--- src/rtl/seg_scan_driver.sv ---
`default_nettype none
// ============================================================================
// Module   : seg_scan_driver
// Purpose  : Multiplexed 4-digit 7-segment display scanner. Each rising edge
//            of scan_clk (synchronized into clk_in) advances to the next
//            digit. Every digit is held dark for BLANK_CYCLES cycles before
//            its anode is enabled, so a digit change never ghosts.
//            Display data is captured once per frame (at digit 0) so that a
//            frame always shows a consistent value.
// Ports    : clk_in      - system clock, rising edge
//            rst         - synchronous active-high reset
//            scan_clk    - divided scan clock, sampled as data
//            digits      - four hex nibbles, [3:0] = digit 0 (rightmost)
//            blank_mask  - bit i forces digit i dark
//            dp_mask     - bit i lights the decimal point of digit i
//            an          - active-low anode enables
//            seg         - active-low cathodes, seg[0]=a .. seg[6]=g
//            dp          - active-low decimal point
//            frame_start - one-cycle pulse as a new frame begins
// Revision : 1.0 - initial release
// ============================================================================
module seg_scan_driver #(
    parameter int unsigned BLANK_CYCLES = 8
) (
    input  logic        clk_in,
    input  logic        rst,
    input  logic        scan_clk,
    input  logic [15:0] digits,
    input  logic [3:0]  blank_mask,
    input  logic [3:0]  dp_mask,
    output logic [3:0]  an,
    output logic [6:0]  seg,
    output logic        dp,
    output logic        frame_start
);

    // Counter reload value: the counter runs BLANK_CYCLES-1 down to 0, which
    // keeps the FSM in BLANK for exactly BLANK_CYCLES cycles.
    localparam logic [7:0] c_CNT_LOAD = 8'(BLANK_CYCLES - 1);

    typedef enum logic [1:0] {
        ST_IDLE  = 2'd0,
        ST_BLANK = 2'd1,
        ST_DRIVE = 2'd2
    } state_t;

    // ------------------------------------------------------------------
    // scan_clk synchronizer and rising-edge detect. Reset to 1 so a
    // scan_clk that is already high at reset release is not seen as an edge.
    // ------------------------------------------------------------------
    logic r_s1, r_s2, r_s3;
    logic w_scan_tick;

    always_ff @(posedge clk_in) begin
        if (rst) begin
            r_s1 <= 1'b1;
            r_s2 <= 1'b1;
            r_s3 <= 1'b1;
        end else begin
            r_s1 <= scan_clk;
            r_s2 <= r_s1;
            r_s3 <= r_s2;
        end
    end

    assign w_scan_tick = r_s2 & ~r_s3;

    // ------------------------------------------------------------------
    // Scan FSM
    // ------------------------------------------------------------------
    state_t      r_state, w_state_next;
    logic [1:0]  r_idx,   w_idx_next;
    logic [7:0]  r_cnt,   w_cnt_next;
    logic        w_latch;

    logic [15:0] r_sh_digits;
    logic [3:0]  r_sh_blank;
    logic [3:0]  r_sh_dp;

    always_comb begin
        w_state_next = r_state;
        w_idx_next   = r_idx;
        w_cnt_next   = r_cnt;
        w_latch      = 1'b0;
        case (r_state)
            ST_IDLE: begin
                if (w_scan_tick) begin
                    w_idx_next   = 2'd0;
                    w_cnt_next   = c_CNT_LOAD;
                    w_state_next = ST_BLANK;
                    w_latch      = 1'b1;
                end
            end
            ST_BLANK: begin
                // Ticks arriving here are intentionally ignored.
                if (r_cnt == 8'd0) begin
                    w_state_next = ST_DRIVE;
                end else begin
                    w_cnt_next = r_cnt - 8'd1;
                end
            end
            ST_DRIVE: begin
                if (w_scan_tick) begin
                    w_idx_next   = r_idx + 2'd1;
                    w_cnt_next   = c_CNT_LOAD;
                    w_state_next = ST_BLANK;
                    // Wrapping back to digit 0 starts a new frame.
                    w_latch      = (r_idx == 2'd3);
                end
            end
            default: begin
                w_state_next = ST_IDLE;
                w_idx_next   = 2'd0;
                w_cnt_next   = 8'd0;
            end
        endcase
    end

    always_ff @(posedge clk_in) begin
        if (rst) begin
            r_state     <= ST_IDLE;
            r_idx       <= 2'd0;
            r_cnt       <= 8'd0;
            r_sh_digits <= 16'h0000;
            r_sh_blank  <= 4'h0;
            r_sh_dp     <= 4'h0;
        end else begin
            r_state <= w_state_next;
            r_idx   <= w_idx_next;
            r_cnt   <= w_cnt_next;
            if (w_latch) begin
                r_sh_digits <= digits;
                r_sh_blank  <= blank_mask;
                r_sh_dp     <= dp_mask;
            end
        end
    end

    // ------------------------------------------------------------------
    // Output decode, driven only from the shadow copies
    // ------------------------------------------------------------------
    logic [3:0] w_nibble;
    logic [6:0] w_font;      // active-high gfedcba
    logic       w_lit;
    logic [3:0] w_an_next;
    logic [6:0] w_seg_next;
    logic       w_dp_next;
    logic       w_fs_next;

    assign w_nibble = r_sh_digits[{r_idx, 2'b00} +: 4];

    always_comb begin
        w_font = 7'h00;
        case (w_nibble)
            4'h0: w_font = 7'h3F;
            4'h1: w_font = 7'h06;
            4'h2: w_font = 7'h5B;
            4'h3: w_font = 7'h4F;
            4'h4: w_font = 7'h66;
            4'h5: w_font = 7'h6D;
            4'h6: w_font = 7'h7D;
            4'h7: w_font = 7'h07;
            4'h8: w_font = 7'h7F;
            4'h9: w_font = 7'h6F;
            4'hA: w_font = 7'h77;
            4'hB: w_font = 7'h7C;
            4'hC: w_font = 7'h39;
            4'hD: w_font = 7'h5E;
            4'hE: w_font = 7'h79;
            4'hF: w_font = 7'h71;
            default: w_font = 7'h00;
        endcase
    end

    always_comb begin
        w_lit      = (r_state == ST_DRIVE) && !r_sh_blank[r_idx];
        w_an_next  = 4'hF;
        w_seg_next = 7'h7F;
        w_dp_next  = 1'b1;
        if (w_lit) begin
            w_an_next  = ~(4'b0001 << r_idx);
            w_seg_next = ~w_font;
            w_dp_next  = ~r_sh_dp[r_idx];
        end
        // First cycle of the digit-0 blank period marks the frame start.
        w_fs_next = (r_state == ST_BLANK) && (r_idx == 2'd0) && (r_cnt == c_CNT_LOAD);
    end

    logic [3:0] r_an;
    logic [6:0] r_seg;
    logic       r_dp;
    logic       r_frame_start;

    always_ff @(posedge clk_in) begin
        if (rst) begin
            r_an          <= 4'hF;
            r_seg         <= 7'h7F;
            r_dp          <= 1'b1;
            r_frame_start <= 1'b0;
        end else begin
            r_an          <= w_an_next;
            r_seg         <= w_seg_next;
            r_dp          <= w_dp_next;
            r_frame_start <= w_fs_next;
        end
    end

    assign an          = r_an;
    assign seg         = r_seg;
    assign dp          = r_dp;
    assign frame_start = r_frame_start;

endmodule
`default_nettype wire
--- config.mk ---
export PLATFORM = sky130hd
export DESIGN_NAME = seg_scan_driver
export DESIGN_NICKNAME = d
export VERILOG_FILES = /design/src/rtl/seg_scan_driver.sv
export SDC_FILE = /design/constraint.sdc
export NUM_CORES = 1
export LEC_CHECK = 0
export ABC_AREA = 1
export BUFFER_PORTS_ARGS = -buffer_cell sky130_fd_sc_hd__buf_2
export CORE_ASPECT_RATIO = 1.4
export CORE_MARGIN = 2
export CORE_UTILIZATION = 59
export DETAILED_ROUTE_END_ITERATION = 10
export PLACE_DENSITY = 0.95
export SLEW_MARGIN = 20
export SYNTH_ARGS = -nofsm -noshare
export SYNTH_HDL_FRONTEND = slang
export SYNTH_SLANG_ARGS = --single-unit
--- constraint.sdc ---
create_clock -name clk_in -period 4.06 [get_ports clk_in]
set_clock_uncertainty 0.15 [all_clocks]
set_input_delay 0.203 -clock clk_in [delete_from_list [all_inputs] [get_ports clk_in]]
set_output_delay 0.203 -clock clk_in [all_outputs]
set_load 0.02 [all_outputs]
==> results by group <==
Global route
  – First-pass GRT wire length: 10.2 mm
  – Global route total overflow: 0
  – Gr usage total: 27.7%
  – Largest net degree at the start of global routing: 31
  – Number of global-route vias before repair: approximately 2300
  – Initial antenna violation count: 0

Floorplanning
  – Die ar.: roughly 4800 um^2
  – Rows: 28
  – Initial core utilization: 60.3%
  – Chip Height: ~81 um
  – Die width: 59.2 um
  – Total core area: 4170 um^2
  – IO Count: 40

Cells and area
  – Number of diodes: 0
  – Fin util: between 70% and 80%
  – Register area: 1040 um^2
  – Multi-input gate area: 1250 um^2
  – Design area: 2980 um^2
  – Filler cell count: a little under 300
  – Area Overhead vs Synth: 18.5%
  – Final nets: 435
  – Fraction of layout cells with a size suffix above 1: 18.9%

STA
  – Worst slew margin: around 52%
  – Fin. Hold Viols: 0
  – Fin worst setup slack: 1.71 ns
  – Pins Over Slew Limit: 0
  – Final period utilization: 58.0%
  – # setup viols final: 0
  – Min cycle time layout: 2.35 ns
  – RSZ-0062 raised after global routing: no
  – Worst-Margin Slew: 0.713 ns
  – Setup_tns: 0 ns
  – Fmax achieved: 425 MHz

Clock tree
  – TritonCTS clock tree: built
  – Post-CTS sizing: 0
  – Hold buffers post-CTS: 17
  – Postcts setup bufs: 0
  – Number of CTS-inserted buffers: 5
  – Clock Tree Buf Depth: 2
  – Max H-tree Level: 2
  – CTS root buf: clkbuf_8
  – Clock transition at path regs: 0.10 ns
  – CTS sink count: 52
  – Clk Latency, worst-skew pair: 0.32 ns

Route
  – Routed len/inst: 13.7 um
  – Via count: about 2400
  – Total Wirelength: approximately 6.1 mm
  – Via/cell ratio: 5.52
  – Initial DRC count: 176
  – 1st-pass router iterations: 5
  – Final ANT Viol Nets: 0
  – DRC Markers: 0

Worst setup path
  – R2r setup slk: 1.71 ns
  – R2R Path End: r_sh_digits[2]
  – Crit-path slowest cell: dfxtp_1
  – CP endpoint kind: flop
  – Startpoint types: flop
  – CP arrival: 2.42 ns
  – CP Class: flop to flop
  – CP peak stage delay: 0.78 ns
  – Max Fanout on Critical Path: 30
  – Worst r2r src: r_idx[0]
  – Reg2reg path depth: 6
  – Data required, critical path: 4.13 ns
  – Cells along the critical path: ha_1 -> nor2_4 -> nor2_4 -> inv_2 -> nor2_1 -> nor2_1

Synth
  – #FFs+latches synth: 52
  – Post-synth top cells: nand2_1, nor2_1, dfxtp_1
  – Yosys top cell by area: dfxtp_1
  – Sequential-to-total area share from yosys stat: about two fifths
  – Top-count cell post-synth: nand2_1
  – Ys async rst share: 0%
  – Synth Flop Type: dfxtp_1
  – Number of flops mapped to enable cells by yosys: 0
  – Post-synth cell types: 30
  – Cells after synthesis: 343
  – Post-Synthesis Cell Area: between 2000 and 3000 um^2
  – Ys Warns: 0
  – Mean Syn Cell Area: 7.33 um^2
  – Top cells by area, synth: dfxtp_1, nand2_1, nor2_1, ha_1, nand3_1
  – Yosys top cell area share: 41.4%
  – Syn_nets: 383

Run
  – Max cap viols: 0

Place
  – IO buf count: 39
  – Worst slack at placement: 1.78 ns
  – GPL Wtd Cong: 0.903
  – Post-DP HPWL: between 3 and 4 mm
  – Area after DPL: 2680 um^2

Pwr
  – Pwr dens: 351 nW/um^2
  – Maximum vdd drop: 0.329 mV
  – P_leak: 1.33 nW

Hold path
  – Hold path cells: 3
  – Hold Crit Start: dp_mask[1]
  – Hold Path Class: primary input to flop
  – Hold endpoint: r_sh_dp[1]

Run status
  – Status: completed
## final cells by class
class	instances	share of cell area, %
Clock inverter	1	1.01
Inverter	34	4.54
Tap cell	45	1.89
Multi-Input combinational cell	246	42.1
Sequential cell	52	34.9
Clock buffer	7	3.23
Timing Repair Buffer	56	12.3
## cells in the final DEF, fill, tap and decap left out, drive strengths merged
cell          n
nand2        75
nor2         67
dfxtp        52
buf          39
o21ai        34
inv          34
nand3        31
dlygate4sd3  17
a21oi        16
ha           13
clkbuf        7
o211ai        2
nor3          2
or2           2
nand4         2
nand3b        1
a31oi         1
bufinv        1
## kinds of logic after synthesis
kind of cell             count (synthesis)  synth area share [%]
adder cells (fa/ha/maj)                 13                  6.47
AND/OR/NAND/NOR                        180                  32.4
flip-flops                              52                  41.4
AO/OA/AOI/OAI                           53                  11.1
buffers and inverters                   45                  8.66
## worst max-delay path: cells and delay by family (launching register included)
| kind | cells | cell delay (ns) |
|---|---|---|
| fa+ha+maj | 1 | 0.37 |
| flops | 1 | 0.78 |
| buf+inv | 1 | 0.29 |
| simple gates | 4 | 0.68 |
## power by group
| part | internal (mW) | switching [mW] |
|---|---|---|
| Clock | 0.218 | 0.174 |
| Combinational | 0.0487 | 0.0690 |
| Sequential | 0.525 | 0.0103 |
## state kept, by name, indices dropped and copies added (netlist names)
register,count
r_sh_dp,4
r_s3,1
r_idx,2
r_s2,1
seg,7
r_cnt,8
r_sh_digits,16
r_s1,1
dp,1
r_state,2
an,4
r_sh_blank,4
frame_start,1
## per-layer routing
layer  GRT usage (%)  vias up  wire length [um]
met3            5.25       32               300
met5               0        -                 0
met4            16.1        0               238
li1                -     1190                 -
met2            47.8      102              3220
met1            31.2     1109              2300
## worst max path at each step
stage	slack, ns	endpoint	cells past startpoint	startpoint
3_5_place_dp	1.78	seg[0]	10	r_idx[0]
3_3_place_gp	1.89	seg[0]	10	r_idx[0]
6_report	1.71	r_sh_digits[2]	6	r_idx[0]
2_1_floorplan	2.28	seg[0]	12	r_idx[0]
5_1_grt	1.48	r_sh_dp[3]	6	r_idx[0]
4_1_cts	1.78	seg[0]	10	r_idx[0]
## through the flow
stage	instances	power, mW	hold slack (ns)
5_1_grt	441	1.08	0.0111
3_3_place_gp	416	0.642	0.239
4_1_cts	441	1.04	0.00217
2_1_floorplan	343	0.618	0.157
6_report	441	1.04	0.000101
3_5_place_dp	416	0.647	0.243
No activity file was read; power rests on OpenSTA's default activity.
